$ cat src/rtl/dct_mcu_sched_pkg.sv
// Shared types for the DCT MCU scheduler: component tags, FSM states
// and the per-slot component order for 4:2:0 and 4:4:4 MCUs.
package dct_sched_pkg;

  typedef enum logic [1:0] {
    COMP_Y  = 2'd0,
    COMP_CB = 2'd1,
    COMP_CR = 2'd2
  } comp_e;

  typedef enum logic [1:0] {
    IDLE  = 2'd0,
    ARB   = 2'd1,
    ROWS  = 2'd2,
    DRAIN = 2'd3
  } state_e;

  localparam comp_e MCU_SEQ_420 [6] = '{
    COMP_Y, COMP_Y, COMP_Y, COMP_Y, COMP_CB, COMP_CR
  };

  localparam comp_e MCU_SEQ_444 [3] = '{
    COMP_Y, COMP_CB, COMP_CR
  };

  function automatic comp_e slot_comp(
    input logic       is420,
    input logic [2:0] slot
  );
    if (is420)
      return (slot < 3'd6) ? MCU_SEQ_420[slot] : COMP_Y;
    return (slot < 3'd3) ? MCU_SEQ_444[slot[1:0]] : COMP_Y;
  endfunction

endpackage

$ cat src/rtl/dct_tag_fifo.sv
// Component-tag FIFO between DCT input and zigzag output.
// A pop frees a slot for a push in the same cycle when full.
module dct_tag_fifo
  import dct_sched_pkg::*;
#(
  parameter int DEPTH = 4
) (
  input  logic  clk,
  input  logic  resetn,
  input  logic  push,
  input  logic  pop,
  input  comp_e din,
  output logic  full,
  output logic  empty,
  output comp_e head
);

  localparam int AW = $clog2(DEPTH);

  comp_e         mem [DEPTH];
  logic [AW-1:0] rd_ptr;
  logic [AW-1:0] wr_ptr;
  logic [AW:0]   cnt;
  logic          do_push;
  logic          do_pop;

  assign empty   = (cnt == '0);
  assign full    = (cnt == (AW+1)'(DEPTH));
  assign do_pop  = pop && !empty;
  assign do_push = push && (!full || do_pop);
  assign head    = empty ? COMP_Y : mem[rd_ptr];

  always_ff @(posedge clk) begin
    if (!resetn) begin
      rd_ptr <= '0;
      wr_ptr <= '0;
      cnt    <= '0;
    end else begin
      if (do_push)
        wr_ptr <= wr_ptr + 1'b1;
      if (do_pop)
        rd_ptr <= rd_ptr + 1'b1;
      cnt <= cnt + {{AW{1'b0}}, do_push}
                 - {{AW{1'b0}}, do_pop};
    end
  end

  always_ff @(posedge clk) begin
    if (do_push)
      mem[wr_ptr] <= din;
  end

  // Popping an empty FIFO is an upstream protocol error
  assert property (@(posedge clk) disable iff (!resetn)
    !(pop && empty));

endmodule

$ cat src/rtl/dct_mcu_sched.sv
// MCU-order block scheduler feeding one shared 2-D DCT from Y/Cb/Cr.
// Define DCT_SCHED_PERF_EN to add saturating stall counters.
module dct_mcu_sched
  import dct_sched_pkg::*;
#(
  parameter int DW        = 8,
  parameter int QW        = 15,
  parameter int TAG_DEPTH = 4,
  parameter int MCUW      = 16
) (
  input  logic                    clk,
  input  logic                    resetn,
  input  logic                    frame_start,
  input  logic                    cfg_420,
  input  logic [MCUW-1:0]         cfg_num_mcu,
  input  logic [2:0][7:0][DW-1:0] src_data,
  input  logic [2:0]              src_valid,
  output logic [2:0]              src_hold,
  output logic [7:0][DW-1:0]      di,
  output logic                    di_valid,
  input  logic                    di_hold,
  output logic [2:0]              di_cnt,
  input  logic                    q_valid,
  input  logic                    q_hold,
  input  logic [4:0]              q_cnt,
  output logic [1:0]              q_comp,
`ifdef DCT_SCHED_PERF_EN
  output logic [31:0]             perf_src_stall,
  output logic [31:0]             perf_dct_stall,
`endif
  output logic                    busy,
  output logic                    frame_done
);

  if (TAG_DEPTH < 2 || (TAG_DEPTH & (TAG_DEPTH - 1)) != 0
      || QW < 1 || DW < 1) begin : g_bad_param
    $error("dct_mcu_sched: unsupported parameters");
  end

  state_e          state;
  logic [2:0]      slot;
  logic            is420;
  logic [MCUW-1:0] num_mcu;
  logic [MCUW-1:0] mcu_cnt;
  comp_e           grant;
  comp_e           tag_head;
  logic            in_rows;
  logic            xfer;
  logic            q_pop;
  logic            tag_push;
  logic            tag_full;
  logic            tag_empty;
  logic            last_slot;
  logic            last_mcu;

  assign grant     = slot_comp(is420, slot);
  assign in_rows   = (state == ROWS);
  assign xfer      = di_valid && !di_hold;
  assign q_pop     = q_valid && !q_hold && (q_cnt == 5'd31);
  assign tag_push  = (state == ARB) && (!tag_full || q_pop);
  assign last_slot = (slot == (is420 ? 3'd5 : 3'd2));
  assign last_mcu  = (mcu_cnt == num_mcu - MCUW'(1));
  assign busy       = (state != IDLE);
  assign frame_done = (state == DRAIN) && tag_empty;
  assign q_comp     = tag_head;

  // Zero-latency row mux: only the granted source sees DCT backpressure
  always_comb begin
    di       = '0;
    di_valid = 1'b0;
    src_hold = 3'b111;
    if (in_rows) begin
      di              = src_data[grant];
      di_valid        = src_valid[grant];
      src_hold[grant] = di_hold;
    end
  end

  always_ff @(posedge clk) begin
    if (!resetn) begin
      state   <= IDLE;
      slot    <= '0;
      is420   <= 1'b0;
      num_mcu <= '0;
      mcu_cnt <= '0;
      di_cnt  <= '0;
    end else begin
      unique case (state)
        IDLE: begin
          if (frame_start) begin
            is420   <= cfg_420;
            num_mcu <= cfg_num_mcu;
            slot    <= '0;
            mcu_cnt <= '0;
            di_cnt  <= '0;
            state   <= (cfg_num_mcu != '0) ? ARB : DRAIN;
          end
        end
        ARB: begin
          if (tag_push)
            state <= ROWS;
        end
        ROWS: begin
          if (xfer) begin
            di_cnt <= di_cnt + 3'd1;
            if (di_cnt == 3'd7) begin
              if (last_slot) begin
                slot    <= '0;
                mcu_cnt <= mcu_cnt + MCUW'(1);
                state   <= last_mcu ? DRAIN : ARB;
              end else begin
                slot  <= slot + 3'd1;
                state <= ARB;
              end
            end
          end
        end
        DRAIN: begin
          if (tag_empty)
            state <= IDLE;
        end
        default: state <= IDLE;
      endcase
    end
  end

`ifdef DCT_SCHED_PERF_EN
  always_ff @(posedge clk) begin
    if (!resetn || frame_start) begin
      perf_src_stall <= '0;
      perf_dct_stall <= '0;
    end else begin
      if (in_rows && !src_valid[grant]
          && perf_src_stall != '1)
        perf_src_stall <= perf_src_stall + 32'd1;
      if (di_valid && di_hold
          && perf_dct_stall != '1)
        perf_dct_stall <= perf_dct_stall + 32'd1;
    end
  end
`endif

  dct_tag_fifo #(
    .DEPTH (TAG_DEPTH)
  ) u_tag_fifo (
    .clk    (clk),
    .resetn (resetn),
    .push   (tag_push),
    .pop    (q_pop),
    .din    (grant),
    .full   (tag_full),
    .empty  (tag_empty),
    .head   (tag_head)
  );

endmodule

$ cat config.mk
export PLATFORM = sky130hd
export DESIGN_NAME = dct_mcu_sched
export DESIGN_NICKNAME = d
export VERILOG_FILES = /design/src/rtl/dct_mcu_sched_pkg.sv /design/src/rtl/dct_tag_fifo.sv /design/src/rtl/dct_mcu_sched.sv
export SDC_FILE = /design/constraint.sdc
export NUM_CORES = 1
export LEC_CHECK = 0
export CORE_ASPECT_RATIO = 1.2
export CORE_MARGIN = 4
export CORE_UTILIZATION = 30
export DETAILED_ROUTE_END_ITERATION = 12
export GPL_TIMING_DRIVEN = 0
export PLACE_DENSITY_LB_ADDON = 0.3
export SYNTH_ARGS = -nofsm -noshare
export SYNTH_HDL_FRONTEND = slang
export SYNTH_SLANG_ARGS = --single-unit
$ cat constraint.sdc
create_clock -name clk -period 3.2 [get_ports clk]
set_input_delay 0.48 -clock clk [delete_from_list [all_inputs] [get_ports clk]]
set_output_delay 0.48 -clock clk [all_outputs]
set_load 0.02 [all_outputs]
* Yosys cells after proc, flatten, opt, wreduce, memory -nomap -nowiden
Memories as Yosys holds them, arrays and structs flattened. A register that Yosys moved wholly into a read port is not among the register bits.
Cells that the tools add are included.
** Word-level totals
- Bits in read-only memories :: 16
- Register bits :: 48
- Memories kept :: 2
- Output and inout bits :: 75
- Input port bits :: 223
- Bits in latches :: 0
- Bits in writable memories :: 8
** Operators by class
- Add/sub/neg operators :: 8
- Divide/modulo/power cells :: 0
- Reductions and logical operators :: 24
- Equal/unequal tests :: 14
- Mux-type cells :: 46
- Multiply operators :: 0
- Bitwise logic cells :: 4
- Shift-type cells :: 0
- $lt $le $gt $ge :: 6
** Memories
- (no name shown) :: words 8, width 2, rd ports 1, clocked after Yosys merged registers in 0, write ports 0, line dct_mcu_sched_pkg.sv:31 : return (slot < 3'd6) ? MCU_SEQ_420[slot] : COMP_Y;
- u_tag_fifo.mem :: words 4, width 2, rd ports 1, clocked after Yosys merged registers in 1, write ports 1, line dct_tag_fifo.sv:20 : comp_e mem [DEPTH];
** Operators with widths (number)
- binary-select mux 64 bit (select 2 bit) :: 1
- two-way mux 64 bit :: 2
- two-way mux 16 bit :: 4
- two-way mux 2 bit :: 19
- one-hot mux 16 bit (2 select lines) :: 1
- two-way mux 3 bit :: 7
- adder 16 x 1 -> 16 bit (second input constant) :: 1
- equality test 16 bit :: 1
- nonzero test 16 bit :: 1
- subtractor 16 x 1 -> 16 bit (second input constant) :: 1
- one-hot mux 3 bit (2 select lines) :: 2
- AND reduction 5 bit :: 2
- logical AND 1 bit :: 8
- != test 2 x 1 -> 1 bit (second input constant) :: 4
- one-hot mux 2 bit (4 select lines) :: 1
- adder 3 x 1 -> 3 bit (second input constant) :: 2
- equality test 3 bit (second input constant) :: 2
- two-way mux 1 bit :: 6
- equality test 5 bit (second input constant) :: 1
- adder 2 x 1 -> 2 bit (second input constant) :: 2
- binary-select mux 2 bit (select 2 bit) :: 1
- equality test 2 bit (second input constant) :: 2
- greater-or-equal comparator 4 bit (second input constant) :: 1
- zero test 1 bit :: 4
- 23 further kinds :: 26

* Longest topological paths before layout
Gate-level depths: netlist (run 1).
- Depth after elaboration :: 14
- Gate-level depth with buffers :: 10
- Gate-level depth less buffers :: 10

* Hierarchy
From an unflattened synthesis (run 1), not the netlist that was laid out.
** Second synthesis, totals
- Cells, all modules :: 688
- Area total of the unflattened synthesis :: 5041.1 um2
** Modules (own cells, without submodules)
- dct_mcu_sched :: times used 1, area each 4262.8 um2, cells an instance 629, seq. area each 820.8 um2
- dct_tag_fifo :: times used 1, area each 778.2 um2, cells an instance 59, seq. area each 420.4 um2

* Worst setup path after synthesis (run 1)
No wires, ideal clock.
- Path kind :: register to output
- Start point :: register slot[1]
- End point :: output di[14] (netlist name)
- Arrival time :: 2.172 ns
- Buffers on the path :: 2
- Data required time :: 2.720 ns
- Setup slack :: 0.548 ns
- Stages on the path, launching flop included :: 10
- Path through :: dfxtp_1 -> inv_1 -> ha_1 -> a21oi_1 -> inv_1 -> nor2_1 -> clkbuf_1 -> clkbuf_1 -> a21oi_1 -> nor2_1
** RTL lines
- start: declaration :: line dct_mcu_sched.sv:41 : logic [2:0] slot;
- start signal: assignment :: line dct_mcu_sched.sv:112 : slot <= slot + 3'd1;
- end: declaration :: line dct_mcu_sched.sv:19 : output logic [7:0][DW-1:0] di,

==> results of run 1 <==
-- placed cells by master (no fill, tap or decap), types with 5 or more instances in the layout --
cell type and instances:
clkdlybuf4s50_1 232, nor2_1 151, a21oi_1 71, mux2i_1 68, nand2_1 53, dfxtp_1 47, clkbuf_2 40, xnor2_1 26
clkbuf_1 18, a21boi_0 18, dlygate4sd2_1 18, inv_1 15, nand3_1 13, and2_1 13, ha_1 13, nor3_1 12
nor2b_1 12, clkbuf_16 9, dlymetal6s2s_1 9, edfxtp_1 8, nand4_1 7, buf_2 7, buf_4 7, xor2_1 7
clkbuf_4 6, and3_1 6, o21ai_0 6, nor4_1 6, a2111oi_2 5
-- layer usage --
layer,vias up,global-route usage [%]
met1,2742,30.17
met5,-,0
met3,20,6.178
met2,232,39.07
li1,2952,-
met4,0,4.772
-- critical path: cells and delay by family (launching register included) --
| family | cells | cell delay, ns |
|---|---|---|
| and+or+nand+nor | 2 | 0.38 |
| buffers and inverters | 5 | 1.00 |
| adders and majority gates | 1 | 0.23 |
| DFF | 1 | 0.41 |
| AOI/OAI and AO/OA | 2 | 0.31 |
-- flip-flops by register name, indices dropped and copies added, names as in the netlist, named ones only --
signal / flops
mcu_cnt: 16
num_mcu: 16
u_tag_fifo.mem: 8
di_cnt: 3
slot: 3
u_tag_fifo.cnt: 3
state: 2
u_tag_fifo.rd_ptr: 2
u_tag_fifo.wr_ptr: 2
is420: 1
-- power by group --
group	internal [mW]	total (mW)	switching, mW
Sequential	0.774	0.815	0.0408
Combinational	0.499	0.982	0.484
Clock	0.724	1.05	0.330
Total	2.00	2.85	0.854
-- worst max path at each step --
| stage | slack [ns] | depth (start not counted) | start | to |
|---|---|---|---|---|
| floorplan | 0.55 | 9 | slot[1]$_SDFFE_PN0P_ | di[14] |
| global placement | -0.85 | 10 | slot[1]$_SDFFE_PN0P_ | di[29] |
| detailed placement | -0.89 | 10 | slot[1]$_SDFFE_PN0P_ | di[29] |
| CTS | -0.03 | 9 | slot[1]$_SDFFE_PN0P_ | di[46] |
| global route | -0.08 | 9 | slot[1]$_SDFFE_PN0P_ | di[13] |
| finish | 0.07 | 10 | slot[1]$_SDFFE_PN0P_ | di[29] |
-- repair_timing --
| item | CTS | global route |
|---|---|---|
| endpoints found under the setup margin | 67 | 56 |
| setup buffers | 0 | 1 |
| hold buffers | 0 | 0 |
| pin swaps | 0 | 1 |
| gates cloned | 0 | 0 |
| gates resized for setup | 95 | 88 |
-- metrics by stage --
stage,setup TNS [ns],utilization [%],std cells
finish,0,52.13,1198
CTS,-0.03196,52.57,1196
floorplan,0,-,672
global placement,-33.01,50.38,1180
global route,-0.1249,52.13,1198
detailed placement,-35.74,50.38,1180
-- cell families after synthesis --
group / count (synthesis) / share of synthesized area, %
compound gates: 136 / 18.02
xor+xnor: 33 / 5.854
fa+ha+maj: 14 / 3.700
buf+inv: 60 / 4.789
flops: 58 / 25.14
mux: 70 / 14.70
simple gates: 301 / 27.80
-- area by class of cell --
type                    count  area, µm²  area share [%]
diodes                      1      2.502         0.02962
plain buffers              44      236.5           2.799
clock buffers              12      256.5           3.036
clock inverters             4      73.82          0.8737
inverters                  16      60.06          0.7108
multi-input cells         554       3506           41.49
flip-flops and latches     58       1247           14.76
well taps                 212      265.3           3.139
repair buffers            297       2801           33.16
==> flow_metrics.py, run 1 <==
metrics = {
    "setup_path": {
        "worstSetupPathType": "reg -> out",
        "cpPeakStageDelay_ns": 0.41,
        "cp-end-kind": "primary output",
        "arrival_ns": 2.65,
        "timing.rr.end": "u_tag_fifo.cnt[2]$_SDFF_PN0_",
        "reg2regPathDepth": 10,
        "reg2reg_from": "u_tag_fifo.cnt[2]$_SDFF_PN0_",
        "cpMaxStageDelayCell": "dfxtp_4",
        "rrSetupSlack_ns": 0.67,
        "cp_max_fo": 10,
        "critPathRequiredTime_ns": 2.72,
        "cp-start-kind": "flop",
        "cp_cell_sequence": "inv_1 > ha_1 > a21oi_4 > inv_1 > nor2_2 > buf_4 > clkbuf_4 > a21oi_1 > nor2_2 > clkdlybuf4s15_2",
    },
    "synthesis": {
        "ys_warn_count": 0,
        "synthTopCellsByCount": "153 x nor2_1, 72 x a21oi_1, 68 x mux2i_1",
        "synth.area.top_cells": "dfxtp_1 20%, mux2i_1 14%, nor2_1 12%, a21oi_1 7.3%, edfxtp_1 4.9%",
        "synth_edf_count": 8,
        "yosysSeqAreaShare_pct": 25.14,
        "syn_avg_cell_area_um2": 7.347,
        "synth.distinct_cells": 58,
        "synth_nets": 909,
        "synthMostInstantiatedCell": "nor2_1",
        "syn_area_mm2": 0.004937,
        "ys_ff_latch": 58,
        "netlist.area_leader.share_pct": 20.27,
        "synth_top_area_cell": "dfxtp_1",
        "ys.flop_type": "dfxtp_1",
        "netlist_instances": 672,
        "ys_async_sr_fraction_pct": 0,
    },
    "sta": {
        "clock_skew_ns": 0.008626,
        "fin_ws_ns": 0.06609,
        "final-max-slew-violation-count": 0,
        "max_freq_ghz": 0.3191,
        "min_period_ns": 3.134,
        "holdWs_ns": 0.4790,
        "hold_violations": 0,
        "worst_slew_pin_slew_ns": 0.7253,
        "setup_viol": 0,
        "rsz0062_at_grt": "true",
        "max_slew_margin_pct": 50.96,
        "finalCritPeriodShare_pct": 97.93,
    },
    "placed_design": {
        "hpwl_mm": 19.15,
        "placed_cell_area_mm2": 0.008165,
        "dp_slack_ns": -0.8880,
        "io_buffers": 296,
        "place_congestion": 0.8775,
    },
    "detailed_routing": {
        "wire_per_inst_um": 19.13,
        "wl_mm": 22.92,
        "met2_length_mm": 11.04,
        "top_layer": "met4",
        "ant_nets": 0,
        "dr.pass1.iters": 5,
        "via_per_inst": 4.963,
        "vias": 5946,
        "drcViolationCount": 0,
        "wl_met3_mm": 1.763,
        "m1WireLength_mm": 9.712,
        "drt_iter0_markers": 389,
    },
    "hold_path": {
        "hold_class": "reg -> reg",
        "whs_endpoint": "num_mcu[15]$_SDFFE_PN0P_",
        "hp-start": "num_mcu[15]$_SDFFE_PN0P_",
        "min_path_cells": 2,
    },
    "grt": {
        "grt_pass1_wl_mm": 33.60,
        "first_global_vias": 5920,
        "track_usage_pct": 23.24,
        "grt_max_degree": 14,
        "antenna_found_initial": 1,
        "global_route.overflow_total": 0,
    },
    "floorplan": {
        "die_area_mm2": 0.01858,
        "num_rows": 51,
        "dieHeight_um": 148.5,
        "die_w_um": 125.1,
        "core_mm2": 0.01621,
        "ioPinCount": 298,
        "start_util_pct": 30.46,
    },
    "job": {
        "max_cap_viol_count": 0,
    },
    "cts": {
        "cts_inserted_buffers": 9,
        "clk_pin_slew_ns": 0.05,
        "cts-root-buf": "clkbuf_16",
        "htreeDepth": 3,
        "cts_max_path_buffers": 2,
        "cts_tree": "done",
        "clock-sinks": 58,
        "clk_latency_ns": 0.32,
    },
    "power_and_ir_drop": {
        "p_per_area_mw_per_mm2": 337.3,
        "finalPower_mw": 2.850,
        "p_leak_nw": 3.961,
        "ir_drop_uv": 240.8,
    },
    "finish": {
        "syn_to_final_growth_pct": 71.14,
        "drive_gt1_share_pct": 10.56,
        "nets": 1217,
        "final_area_mm2": 0.008449,
        "fill_cells": 1615,
    },
    "run_status": {
        "outcome": "finished clean",
    },
}
(Power assumes the default switching activity.)
==> inputs of run 2 (changes only) <==
SLEW_MARGIN = 20   (was unset)
==> results of run 2 <==
Same layout as run 1: the final DEF is identical, and so are final timing and power.
==> inputs of run 3 (changes only) <==
ABC_CLOCK_PERIOD_IN_PS = 3200   (was unset)
CORE_UTILIZATION = 38   (was 30)
==> run 3 against run 2 <==
Against the previous run:
- clock power about the same
- sequential cell count unchanged
- sequential share of layout area decreased by 0.20 points
- largest power group unchanged
- non-clock buffer count decreased by 1
- hold slack improved by 0.010 ns
- routed wire length about the same
- critical endpoint is now di[4]
- global-route usage increased by 5.5 points
- critical path depth decreased by 1
- fmax decreased by 3.1%
- sequential power about the same
- the flow now finishes with violations (negative setup slack)
- clock skew decreased by 0.0022 ns
- count of clock-buffer cells in the layout increased by 1
==> flow_metrics.py, run 3 (synthesis gave the netlist of run 1 again) <==
metrics = {
    "detailed_routing": {
        "ant_nets": 0,
        "via_per_inst": 5.262,
        "drcViolationCount": 0,
        "wl_mm": 22.92,
        "drt_iter0_markers": 405,
        "dr.pass1.iters": 5,
        "wire_per_inst_um": 19.82,
        "vias": 6083,
    },
    "grt": {
        "global_route.overflow_total": 0,
        "grt_pass1_wl_mm": 33.04,
        "first_global_vias": 5830,
        "track_usage_pct": 28.70,
        "antenna_found_initial": 7,
        "grt_max_degree": 14,
    },
    "setup_path": {
        "cp-end-kind": "primary output",
        "crit_family": "buffers and inverters",
        "path_buf_inv": 4,
        "cp_max_fo": 10,
        "critPathRequiredTime_ns": 2.72,
        "cp_cell_sequence": "inv_1 > ha_1 > a21oi_4 > inv_1 > nor2_2 > clkbuf_4 > a21oi_1 > nor2_1 > clkdlybuf4s50_1",
        "cp-start-kind": "flop",
        "arrival_ns": 2.75,
        "cpMaxStageDelayCell": "clkdlybuf4s50_1",
        "cp_common_cell": "inv_1",
        "worstSetupPathType": "reg -> out",
        "cpPeakStageDelay_ns": 0.63,
    },
    "finish": {
        "mostFrequentLayoutCells": "232 x clkdlybuf4s50_1, 152 x nor2_1, 71 x a21oi_1",
        "final_common_cell": "clkdlybuf4s50_1",
        "drive_gt1_share_pct": 8.638,
        "finalNonFillerCells": 1156,
        "reg.largest.list": "mcu_cnt (16), num_mcu (16), u_tag_fifo.mem (8)",
        "nets": 1216,
        "syn_to_final_growth_pct": 73.01,
    },
    "power_and_ir_drop": {
        "power_frac_clock_pct": 36.3,
        "p_int_mw": 1.980,
        "seq_power_share_pct": 28.8,
        "ir_drop_uv": 292.7,
        "switching_power_mw": 0.8540,
        "finalPower_mw": 2.834,
        "p_comb_share_pct": 34.9,
        "swShare_pct": 30.13,
        "p_per_area_mw_per_mm2": 331.8,
        "p_leak_nw": 4.271,
    },
    "placed_design": {
        "place_congestion": 0.9131,
        "dp_slack_ns": -0.6054,
        "io_buffers": 296,
        "placed_cells": 1132,
        "hpwl_mm": 18.57,
    },
    "floorplan": {
        "ioPinCount": 298,
        "dieHeight_um": 132.9,
        "die_area_mm2": 0.01489,
        "start_util_pct": 38.97,
        "core_mm2": 0.01267,
        "die_w_um": 112.1,
        "num_rows": 45,
    },
    "sta": {
        "final-max-slew-violation-count": 0,
        "fin_ws_ns": -0.03264,
        "finalCritPeriodShare_pct": 101.0,
        "hold_violations": 0,
        "setup_viol": 2,
        "max_freq_ghz": 0.3093,
        "rsz0062_at_grt": "true",
        "clock_skew_ns": 0.006415,
        "max_slew_margin_pct": 53.33,
        "worst_slew_pin_slew_ns": 0.6903,
        "min_period_ns": 3.233,
    },
    "cts": {
        "cts_tree": "done",
        "post_cts_buffers": 0,
        "clock-sinks": 58,
        "clk_pin_slew_ns": 0.05,
        "htreeDepth": 3,
        "cts_hold_buf": 0,
        "cts_inserted_buffers": 9,
        "cts-root-buf": "clkbuf_16",
        "cts_max_path_buffers": 2,
        "clk_latency_ns": 0.33,
    },
    "hold_path": {
        "hold_class": "reg -> reg",
    },
    "run_status": {
        "outcome": "finished, violations left",
        "violations": "negative setup slack",
    },
    "job": {
        "max_cap_viol_count": 0,
    },
}
## run 3: cell type report
| class | count | area (µm²) |
|---|---|---|
| buffer | 44 | 236.5 |
| tap | 164 | 205.2 |
| sequential | 58 | 1244 |
| multi-input combinational | 554 | 3503 |
| timing repair buffer | 296 | 2948 |
| fill | 1109 | 4126 |
| clock inverter | 3 | 43.79 |
| antenna | 8 | 20.02 |
| clock buffer | 13 | 281.5 |
| inverter | 16 | 60.06 |
## run 3: per-layer routing
layer | global-route usage, % | vias to the layer above | wire length (µm)
met3 | 8.326 | 32 | 2243
met5 | 0 | - | 17
met2 | 47.40 | 270 | 11120
li1 | - | 2970 | -
met1 | 36.80 | 2807 | 9162
met4 | 7.415 | 4 | 372
## run 3: final timing paths
| path | endpoint | slack, ns | cells after the start | from |
|---|---|---|---|---|
| worst max-delay path | di[4] | -0.03 | 9 | slot[1]$_SDFFE_PN0P_ |
| worst min-delay path | num_mcu[1]$_SDFFE_PN0P_ | 0.49 | 2 | num_mcu[1]$_SDFFE_PN0P_ |
| worst max register to register | u_tag_fifo.cnt[2]$_SDFF_PN0_ | 0.67 | 10 | u_tag_fifo.cnt[2]$_SDFF_PN0_ |
| worst min register to register | num_mcu[1]$_SDFFE_PN0P_ | 0.49 | 2 | num_mcu[1]$_SDFFE_PN0P_ |
## run 3: worst reg2reg max path, stage by stage (launching register included)
cell,delay [ns]
dfxtp_1,0.33
nor3_1,0.50
nor3_1,0.22
ha_1,0.33
inv_1,0.05
ha_1,0.13
inv_1,0.05
fa_1,0.39
xnor2_1,0.15
xnor2_1,0.12
and2_1,0.15
## run 3: timing repair
| item | 4_1_cts | 5_1_grt |
|---|---|---|
| gates cloned | 0 | 0 |
| endpoints found under the setup margin | 67 | 66 |
| gates resized for setup | 72 | 79 |
| pin swaps | 0 | 0 |
## run 3: power by group through the flow
| stage | sequential (mW) | clock [mW] | combinational, mW |
|---|---|---|---|
| 2_1_floorplan | 0.820 | 0 | 0.480 |
| 3_3_place_gp | 0.829 | 0 | 0.998 |
| 3_5_place_dp | 0.831 | 0 | 1.01 |
| 4_1_cts | 0.816 | 1.04 | 0.997 |
| 5_1_grt | 0.821 | 1.07 | 1.07 |
| 6_report | 0.816 | 1.03 | 0.990 |
## run 3: stage by stage
step | instance area, µm² | TNS (ns) | hold slack (ns) | utilization, %
finish | 8542 | -0.04549 | 0.4894 | 67.43
CTS | 8483 | -1.236 | 0.4958 | 66.96
global route | 8532 | -0.3142 | 0.5207 | 67.35
floorplan | 4937 | 0 | 0.4527 | -
global placement | 8105 | -24.42 | 0.4786 | 63.98
detailed placement | 8105 | -26.38 | 0.4882 | 63.98
